**config.mk**
```make
export PLATFORM = sky130hd
export DESIGN_NAME = uart_rx
export DESIGN_NICKNAME = d
export VERILOG_FILES = /design/src/rtl/uart_rx.sv
export SDC_FILE = /design/constraint.sdc
export NUM_CORES = 1
export LEC_CHECK = 0
export ABC_AREA = 0
export ABC_CLOCK_PERIOD_IN_PS = 1600
export CORE_MARGIN = 2
export CORE_UTILIZATION = 50
export CTS_CLUSTER_SIZE = 14
export DETAILED_ROUTE_END_ITERATION = 8
export PLACE_DENSITY = 0.74
export SYNTH_ARGS = -nofsm -noshare
export SYNTH_HDL_FRONTEND = slang
export SYNTH_SLANG_ARGS = --single-unit
```
**constraint.sdc**
```tcl
create_clock -name clock -period 1.6 [get_ports clock]
set_input_delay 0.32 -clock clock [delete_from_list [all_inputs] [get_ports clock]]
set_output_delay 0.32 -clock clock [all_outputs]
set_load 0.02 [all_outputs]
```
**src/rtl/uart_rx.sv**
```systemverilog
// 8N1 UART receiver: two-flop pin synchroniser, mid-bit sampling FSM, stop-bit check,
// registered data with one-cycle valid / framing_error strobes.
module uart_rx #(
    parameter int unsigned clocks_per_bit = 16
) (
    input  logic       clock,
    input  logic       resetn,
    input  logic       pin,
    output logic [7:0] data,
    output logic       valid,
    output logic       framing_error,
    output logic       busy
);

    localparam int unsigned CntW = $clog2(clocks_per_bit) + 1;
    localparam int unsigned Half = clocks_per_bit / 2;
    localparam logic [CntW-1:0] HalfLast = CntW'(Half - 1);
    localparam logic [CntW-1:0] BitLast  = CntW'(clocks_per_bit - 1);
    localparam logic [CntW-1:0] CntOne   = CntW'(1);

    typedef enum logic [2:0] {
        StIdle,
        StStart,
        StData,
        StStop,
        StBreak
    } state_e;

    state_e          state_q, state_d;
    logic            sync1_q, sync2_q;
    logic [CntW-1:0] clocks_q, clocks_d;
    logic [2:0]      bit_index_q, bit_index_d;
    logic [7:0]      shift_q, shift_d;
    logic [7:0]      data_q, data_d;
    logic            valid_q, valid_d;
    logic            ferr_q, ferr_d;

    always_ff @(posedge clock) begin
        if (!resetn) begin
            // Sync flops reset to the idle line level so reset never looks like a start bit.
            sync1_q     <= 1'b1;
            sync2_q     <= 1'b1;
            state_q     <= StIdle;
            clocks_q    <= '0;
            bit_index_q <= '0;
            shift_q     <= '0;
            data_q      <= '0;
            valid_q     <= 1'b0;
            ferr_q      <= 1'b0;
        end else begin
            sync1_q     <= pin;
            sync2_q     <= sync1_q;
            state_q     <= state_d;
            clocks_q    <= clocks_d;
            bit_index_q <= bit_index_d;
            shift_q     <= shift_d;
            data_q      <= data_d;
            valid_q     <= valid_d;
            ferr_q      <= ferr_d;
        end
    end

    always_comb begin
        state_d     = state_q;
        clocks_d    = clocks_q;
        bit_index_d = bit_index_q;
        shift_d     = shift_q;
        data_d      = data_q;
        valid_d     = 1'b0;
        ferr_d      = 1'b0;

        case (state_q)
            StIdle: begin
                if (!sync2_q) begin
                    state_d  = StStart;
                    clocks_d = '0;
                end
            end

            StStart: begin
                // Re-check the line half a bit in; a high line here was only a glitch.
                if (clocks_q == HalfLast) begin
                    clocks_d = '0;
                    if (!sync2_q) begin
                        state_d     = StData;
                        bit_index_d = '0;
                    end else begin
                        state_d = StIdle;
                    end
                end else begin
                    clocks_d = clocks_q + CntOne;
                end
            end

            StData: begin
                if (clocks_q == BitLast) begin
                    clocks_d               = '0;
                    shift_d[bit_index_q]   = sync2_q;
                    if (bit_index_q == 3'd7) begin
                        state_d = StStop;
                    end else begin
                        bit_index_d = bit_index_q + 3'd1;
                    end
                end else begin
                    clocks_d = clocks_q + CntOne;
                end
            end

            StStop: begin
                if (clocks_q == BitLast) begin
                    clocks_d = '0;
                    if (sync2_q) begin
                        data_d  = shift_q;
                        valid_d = 1'b1;
                        state_d = StIdle;
                    end else begin
                        ferr_d  = 1'b1;
                        state_d = StBreak;
                    end
                end else begin
                    clocks_d = clocks_q + CntOne;
                end
            end

            StBreak: begin
                // Hold off until the line returns high so a stuck-low line cannot re-trigger.
                if (sync2_q) begin
                    state_d = StIdle;
                end
            end

            default: begin
                state_d = StIdle;
            end
        endcase
    end

    assign data          = data_q;
    assign valid         = valid_q;
    assign framing_error = ferr_q;
    assign busy          = (state_q != StIdle);

endmodule

```
==> results summary, run 1 <==
The post-DP HPWL came out at 2160 microns. The post-synthesis area per instance is 9.41 sq um. The power consumption is 1260 uW. The synthesized netlist net count is 157. The reg2reg setup slack came out at -0.03 ns. sky130_fd_sc_hd__dfxtp_1 is the most common cell in the netlist. The number of register bits inferred by synthesis came out at 31. The tool flagged a number of max-cap violations equal to 0. The netlist uses 36 different library cells. Traced cell by cell, the critical path runs through ha_4, ha_4, and4bb_1, a21oi_2, o31a_1, mux2_4. The clock skew is 0.00880 ns. STA classifies the critical path startpoint as a flip-flop. After filler insertion, the fill cell instance count of the layout stands at 235.

The critical path arrival came out at 1.85 ns. Among all flip-flop cells after synthesis, the most frequent one is sky130_fd_sc_hd__dfxtp_1. The final critical-path share of the clock period is 1.02. The combined global-route utilization of all metal layers is 0.207. The sequential area share after synthesis is 0.440. The wire length of the first global-routing pass is 5150 microns. Summed over all failing endpoints, the final setup total negative slack is -0.0262 ns. Setup repair after global routing could not meet its margin everywhere. The weighted congestion at the end of routability-driven global placement is 0.854. The count of final setup violators is 1.

The share of synthesized registers carrying an async set or reset is 0. The latest clock arrival within the worst-skew pair came out at 0.33 ns. CTS saw 31 sinks. The maximum achievable frequency came out at 0.615 GHz. The number of enable flip-flop cells after synthesis is 0. The cell repeated most along the worst path is sky130_fd_sc_hd__ha_4. The largest fanout of any net on the critical path is 3. The cell area after synthesis is 0.00141 sq mm. Clock tree synthesis inserted a total of 5 buffers.

For this design the top-level I/O count stands at 14. Once layout is complete, the cells apart from fillers number 216. The final antenna diode count came out at 0.

Before CTS, the worst setup slack after placement is -0.0535 ns. The number of instances in the placed design is 205. The critical path is of the reg -> reg type. The min-delay analysis places its worst path in the category reg -> reg. The worst setup slack after layout came out at -0.0262 ns.

After detailed routing, no signal wire sits above met4. The flow ran to the end, but the final reports show violations. The quantity of hold-fixing buffers added after cts is 0.

The total count of max-transition violations in the final report came out at 0. The number of cells on the worst hold path is 1. TritonCTS built the clock tree. Using the TritonRoute via totals, the vias-per-cell ratio works out to 5.54. The sum of routed wire segments on met1 came out at 1340 microns. The root buffer cell chosen for the clock tree is sky130_fd_sc_hd__clkbuf_4. The maximum number of buffers from clock root to sink is 2. The endpoint identified for the worst register-to-register timing path is bit_index_q[0]$_SDFFE_PN0P_. In this run the static leakage power is 0.000871 uW. For this block, the routed nets add up to 2970 microns of wire.

The pin count of the biggest net entering global routing is 17. The detailed router's first-iteration violation count is 40. Among all stages on the critical path, the largest delay is contributed by sky130_fd_sc_hd__dfxtp_2.

The initial antenna violation count was 0. In this run the standard cell core region covers 0.00271 sq mm. The remaining routing DRC violations came out at 0. The largest stage delay on the critical path is 0.35 ns. The checks that failed: setup timing.

The launch point of the worst reg-to-reg path is bit_index_q[0]$_SDFFE_PN0P_. The total grt overflow came out at 0. The startpoint of the lowest-slack hold path is sync1_q$_SDFF_PN1_.

Counting instances in the post-synthesis netlist gives the leading cell types as 31 x sky130_fd_sc_hd__dfxtp_1, 22 x sky130_fd_sc_hd__nand2_1, 17 x sky130_fd_sc_hd__mux2i_1. The count of buffers added on input and output ports is 13. The wire length per cell came out at 13.8 microns.

The number of H-tree levels came out at 2. Dividing total power by cell area gives a power density of 695 mW/mm^2. The met2 wire length is 1410 microns. Ranked by total cell area, the synthesized netlist is headed by sky130_fd_sc_hd__dfxtp_1 44%, sky130_fd_sc_hd__mux2i_1 12%, sky130_fd_sc_hd__nand2_1 5.9%.

The chip height came out at 57.1 microns. The number of global-route vias before repair came out at 1189. Once detail routing completed, the nets flagged for antenna violations numbered 0. The worst setup path is captured at a flip-flop. The cell area after placement came out at 0.00169 sq mm. The area growth from synthesis to layout is 28.6%. With fillers left out, the area of the finished cells amounts to 0.00182 sq mm. The overall die area is 0.00326 sq mm. During synthesis, Yosys emitted a total of 0 warnings. The required time at the worst-slack endpoint came out at 1.82 ns.

The detailed-routed wire length on met3 came out at 163 microns. The share of post-route cells with drive strength above 1 is 0.270. The final critical delay including setup and external delays is 1.63 ns.

The end of the worst hold path is sync2_q$_SDFF_PN1_. The cell count after synthesis is 150. The number of rows created at floorplan is 19. The detailed-route via count is 1196. The horizontal extent of the die came out at 57.1 microns. The detailed-routing iteration count for the pre-antenna-repair pass came out at 7. The count of nets after finishing is 191. The number of hold violations in the final report is 0. The worst pin sits at a relative slew slack of 0.794.

The cell type with the highest aggregate area in the netlist is sky130_fd_sc_hd__dfxtp_1. The worst voltage drop across the vdd grid came out at 0.796 mV. Of the post-synthesis cell area, the dominant cell type holds 0.440. The worst-margin pin slew came out at 0.308 ns.

The starting utilization of the core area came out at 0.521. The number of cells traversed by the worst register-to-register path is 6. The clock transition at the registers of the reported paths came out at 0.09 ns.
-- cell usage in the layout (no fill, tap or decap), types with 2 or more instances in the layout --
cell | netlist | routed
sky130_fd_sc_hd__inv_1 | 3 | 3
sky130_fd_sc_hd__o21ai_1 | 3 | 3
sky130_fd_sc_hd__buf_4 | 1 | 20
sky130_fd_sc_hd__a21oi_2 | 0 | 3
sky130_fd_sc_hd__o21ai_0 | 2 | 2
sky130_fd_sc_hd__or3_1 | 2 | 2
sky130_fd_sc_hd__clkdlybuf4s50_1 | 0 | 2
sky130_fd_sc_hd__dlymetal6s2s_1 | 0 | 2
sky130_fd_sc_hd__dfxtp_2 | 0 | 6
sky130_fd_sc_hd__a21oi_1 | 6 | 3
sky130_fd_sc_hd__dfxtp_1 | 31 | 25
sky130_fd_sc_hd__nor2_1 | 16 | 16
sky130_fd_sc_hd__mux2i_1 | 17 | 16
sky130_fd_sc_hd__and3_1 | 2 | 2
sky130_fd_sc_hd__dlygate4sd2_1 | 0 | 8
sky130_fd_sc_hd__a22o_1 | 2 | 2
sky130_fd_sc_hd__clkbuf_4 | 0 | 5
sky130_fd_sc_hd__nand3_1 | 5 | 5
sky130_fd_sc_hd__nor2b_1 | 3 | 3
sky130_fd_sc_hd__nand2b_1 | 4 | 4
sky130_fd_sc_hd__a32o_1 | 2 | 2
sky130_fd_sc_hd__ha_4 | 0 | 2
sky130_fd_sc_hd__nand2_1 | 22 | 22
-- worst max path at each step --
stage	endpoint	start	cells after the start	slack (ns)
3_5_place_dp	bit_index_q[0]$_SDFFE_PN0P_	bit_index_q[0]$_SDFFE_PN0P_	6	-0.05
6_report	bit_index_q[0]$_SDFFE_PN0P_	bit_index_q[0]$_SDFFE_PN0P_	6	-0.03
3_3_place_gp	bit_index_q[0]$_SDFFE_PN0P_	bit_index_q[0]$_SDFFE_PN0P_	6	0.0008
4_1_cts	bit_index_q[0]$_SDFFE_PN0P_	bit_index_q[0]$_SDFFE_PN0P_	6	-0.02
2_1_floorplan	bit_index_q[0]$_SDFFE_PN0P_	bit_index_q[0]$_SDFFE_PN0P_	6	0.0003
5_1_grt	bit_index_q[0]$_SDFFE_PN0P_	bit_index_q[0]$_SDFFE_PN0P_	6	-0.07
-- power breakdown --
| group | internal, uW | total [uW] | switching [uW] |
|---|---|---|---|
| registers | 775 | 778 | 2.99 |
| logic | 22.2 | 53.7 | 31.5 |
| clock network | 169 | 431 | 262 |
| total | 966 | 1260 | 296 |
-- sequential cells by signal (all words and copies together) (netlist names), 3 cells and up --
signal	cells
clocks_q	5
state_q	3
data	8
bit_index_q	3
shift_q	8
-- cell families after synthesis --
group / Yosys count / share of synthesized area
fa+ha+maj: 4 / 0.0355
xor+xnor: 1 / 0.00621
compound gates: 19 / 0.0904
buf+inv: 10 / 0.0310
flops: 31 / 0.440
simple gates: 66 / 0.261
mux: 19 / 0.137
-- repair_timing --
item / in CTS / in global routing
buffers inserted: 0 / 3
gates resized for setup: 15 / 13
setup endpoints to repair: 14 / 26
pin swaps: 4 / 4
-- per-stage QoR --
stage / utilization / hold slack (ns)
2_1_floorplan: - / 0.386
3_3_place_gp: 0.624 / 0.390
3_5_place_dp: 0.624 / 0.393
4_1_cts: 0.650 / 0.415
5_1_grt: 0.670 / 0.439
6_report: 0.670 / 0.413
-- area by class of cell --
type                            instances  area (sq um)  share of cell area
Clock buffer                            6          41.3              0.0227
Clock inverter                          2          12.5             0.00689
Inverter                                3          11.3             0.00620
Multi-Input combinational cell        109           802               0.442
Sequential cell                        31           628               0.346
Tap cell                               31          38.8              0.0214
Timing Repair Buffer                   34           282               0.155
-- metal layers --
layer,vias to the layer above,track usage
met1,562,0.254
li1,591,-
met4,0,0.0963
met2,37,0.322
met3,6,0.0771
met5,-,0
-- worst max-delay path, delay by kind of cell, from the launching register on --
kind | cells | cell delay, ns
adders and majority gates | 2 | 0.31
and+or+nand+nor | 1 | 0.29
muxes | 1 | 0.26
AOI/OAI and AO/OA | 2 | 0.31
DFF | 1 | 0.35
Note: power is estimated with default switching activity, not from simulation.
==> inputs of run 2 (changes only) <==
--- a/config.mk
+++ b/config.mk
@@ -12,6 +12,7 @@
 export CTS_CLUSTER_SIZE = 14
 export DETAILED_ROUTE_END_ITERATION = 8
 export PLACE_DENSITY = 0.74
+export SKIP_CTS_REPAIR_TIMING = 1
 export SYNTH_ARGS = -nofsm -noshare
 export SYNTH_HDL_FRONTEND = slang
 export SYNTH_SLANG_ARGS = --single-unit
==> run 2 against run 1 <==
Effect of this change: the flow still finishes with violations (setup timing); count of clock-buffer cells in the layout stayed put; maximum frequency decreased by 1.0%; utilization up 0.83 points; first-iteration DRC count rose by 5.0%; critical path type unchanged; combinational power up 2%; final area grew 1.2%; clock skew about the same; hold slack hardly changed; sequential share of layout area shrank 0.42 points; die area did not move; final cell count is 0.46% lower; wire length is 3.8% higher.
==> results summary, run 2 (synthesis gave the netlist of run 1 again) <==
Status: finished, violations left (unchanged). Failing checks: setup timing (unchanged). The detailed-routing iteration count for the pre-antenna-repair pass came out at 4 (was 7).

The worst setup slack after layout is -0.0433 ns (was -0.0262 ns). The wire length of the first global-routing pass was 5120 microns (was 5150 microns). The latest clock arrival within the worst-skew pair is 0.33 ns (about the same).

The post-route cell area is 0.00184 sq mm (was 0.00182 sq mm). The chip height is 57.1 microns (unchanged). The number of H-tree levels is 2 (unchanged).

The count of nets after finishing came to 190 (was 191). The number of buffers created by CTS came out at 5 (unchanged). The residual antenna-violating net count after detailed routing was 0 (unchanged).

The core footprint came out at 0.00271 sq mm (unchanged). The I/O pin total came to 14 (unchanged). The synthesis-to-finish area growth is 30.2% (was 28.6%). The total count of max-transition violations in the final report came out at 0 (unchanged). The worst-margin pin slew came out at 0.308 ns (about the same). The largest fanout of any net on the critical path came out at 3 (unchanged). Unrepaired setup endpoints after global routing: yes (unchanged). The count of input and output buffers came out at 13 (unchanged).

The total power divided by cell area is 691 mW/mm^2 (was 695 mW/mm^2). The total grt overflow came out at 0 (unchanged). The number of global-route vias before repair came out at 1179 (was 1189). The share of post-route cells with drive strength above 1 came out at 0.255 (was 0.270).

The kind of critical path is reg -> reg (unchanged). The final critical delay including setup and external delays came to 1.64 ns (was 1.63 ns). The maximum achievable frequency is 0.609 GHz (was 0.615 GHz). The count of final setup violators is 1 (unchanged). The overall die area is 0.00326 sq mm (unchanged).

The standard cell with the maximum stage delay on the critical path is sky130_fd_sc_hd__dfxtp_2 (unchanged). The commonest non-fill, non-tap cell in the layout is sky130_fd_sc_hd__dfxtp_1 (unchanged). The clock tree root buffer cell is sky130_fd_sc_hd__clkbuf_4 (unchanged). The endpoint kind of the worst setup timing path is a flip-flop (unchanged). The remaining routing DRC violations came out at 0 (unchanged). The type of the tightest min-delay check is reg -> reg (unchanged). The pin count of the biggest net entering global routing is 17 (unchanged). The average via count per standard cell was 5.50 (was 5.54).

The post-DP HPWL came out at 2160 microns (unchanged). The required time at the worst-slack endpoint came to 1.83 ns (was 1.82 ns). The initial antenna violation count is 0 (unchanged). The clock skew is 0.00923 ns (was 0.00880 ns). The worst hold slack is 0.412 ns (was 0.413 ns). The total of fill cells in the finished design was 227 (was 235). The maximum number of buffers from clock root to sink is 2 (unchanged). The TritonCTS clock tree is yes (unchanged). The detailed router's first-iteration violation count came out at 42 (was 40).

Most used cells in the layout excluding fill and tap cells: 25 x sky130_fd_sc_hd__dfxtp_1, 22 x sky130_fd_sc_hd__nand2_1, 20 x sky130_fd_sc_hd__buf_4 (unchanged). The cell repeated most along the worst path was sky130_fd_sc_hd__ha_4 (unchanged). The final antenna diode count is 0 (unchanged). The max-cap violation count was 0 (unchanged).

The combined global-route utilization of all metal layers came out at 0.205 (was 0.207). The starting utilization of the core area came out at 0.521 (unchanged). The detailed-route via count came out at 1183 (was 1196). Worst-path cell chain: ha_4, ha_4, and4bb_1, a21oi_2, o31a_1, mux2_4 (unchanged). The final design utilization came to 0.678 (was 0.670). The worst voltage drop across the vdd grid came out at 0.796 mV (about the same). The kind of start point of the critical path is a flip-flop (unchanged).

The wire length per cell was 14.3 microns (was 13.8 microns). The wire length after detailed routing came out at 3090 microns (was 2970 microns). The clock transition at the registers of the reported paths is 0.10 ns (was 0.09 ns). The relative slew slack was 0.794 (about the same).

The critical path arrival is 1.87 ns (was 1.85 ns). The number of rows created at floorplan is 19 (unchanged). The horizontal extent of the die is 57.1 microns (unchanged). The number of hold violations in the final report is 0 (unchanged).

The clock sink total came out at 31 (unchanged). The cell area after placement came out at 0.00169 sq mm (unchanged). The largest stage delay on the critical path came out at 0.35 ns (about the same). The weighted congestion at the end of routability-driven global placement was 0.854 (unchanged). The final critical-path share of the clock period came out at 1.03 (was 1.02). The leakage power came out at 0.000993 uW (was 0.000871 uW).

The final total negative setup slack came to -0.0433 ns (was -0.0262 ns).
[run 2: worst paths after layout]
kind / slack [ns] / to / cells past startpoint / from
max reg2reg: -0.04 / bit_index_q[0]$_SDFFE_PN0P_ / 6 / bit_index_q[0]$_SDFFE_PN0P_
min: 0.41 / sync2_q$_SDFF_PN1_ / 1 / sync1_q$_SDFF_PN1_
min reg2reg: 0.41 / sync2_q$_SDFF_PN1_ / 1 / sync1_q$_SDFF_PN1_
max: -0.04 / bit_index_q[0]$_SDFFE_PN0P_ / 6 / bit_index_q[0]$_SDFFE_PN0P_
[run 2: per-stage QoR]
step | setup WS (ns) | instances | power (uW)
after floorplan | 0.000294 | 150 | 826
after global placement | 0.000764 | 205 | 848
after detailed placement | -0.0535 | 205 | 849
after CTS | -0.317 | 213 | 1280
after global routing | -0.0943 | 215 | 1320
final | -0.0433 | 215 | 1270
[run 2: final cells by class]
cell class	instances	area (sq um)	area share
timing repair buffer	33	308	0.167
inverter	3	11.3	0.00613
multi-input combinational	109	798	0.434
tap	31	38.8	0.0211
clock buffer	6	41.3	0.0225
clock inverter	2	12.5	0.00681
sequential	31	628	0.342
[run 2: worst max-delay path, delay by kind of cell (launching register included)]
family | cells | cell delay (ns)
AO/OA/AOI/OAI | 2 | 0.32
adder cells (fa/ha/maj) | 2 | 0.31
flip-flops | 1 | 0.35
multiplexers | 1 | 0.26
AND/OR/NAND/NOR | 1 | 0.30
[run 2: power by group]
group	internal, uW	total (uW)	leakage (uW)	switching, uW
combinational	22.7	54.6	0.000711	31.9
sequential	775	778	0.000253	2.90
clock	169	438	0.0000282	269
total	967	1270	0.000993	303
[run 2: per-layer routing]
metal / GRT usage / up-vias / wire, microns
met5: 0 / - / 0
li1: - / 589 / -
met4: 0.0930 / 0 / 45
met3: 0.0748 / 5 / 164
met2: 0.317 / 32 / 1490
met1: 0.257 / 557 / 1390
==> inputs of run 3 (changes only) <==
--- a/config.mk
+++ b/config.mk
@@ -13,6 +13,7 @@
 export DETAILED_ROUTE_END_ITERATION = 8
 export PLACE_DENSITY = 0.74
 export SKIP_CTS_REPAIR_TIMING = 1
+export SLEW_MARGIN = 20
 export SYNTH_ARGS = -nofsm -noshare
 export SYNTH_HDL_FRONTEND = slang
 export SYNTH_SLANG_ARGS = --single-unit
==> results of run 3 <==
Same layout as run 2: the final DEF is identical, and so are final timing and power.
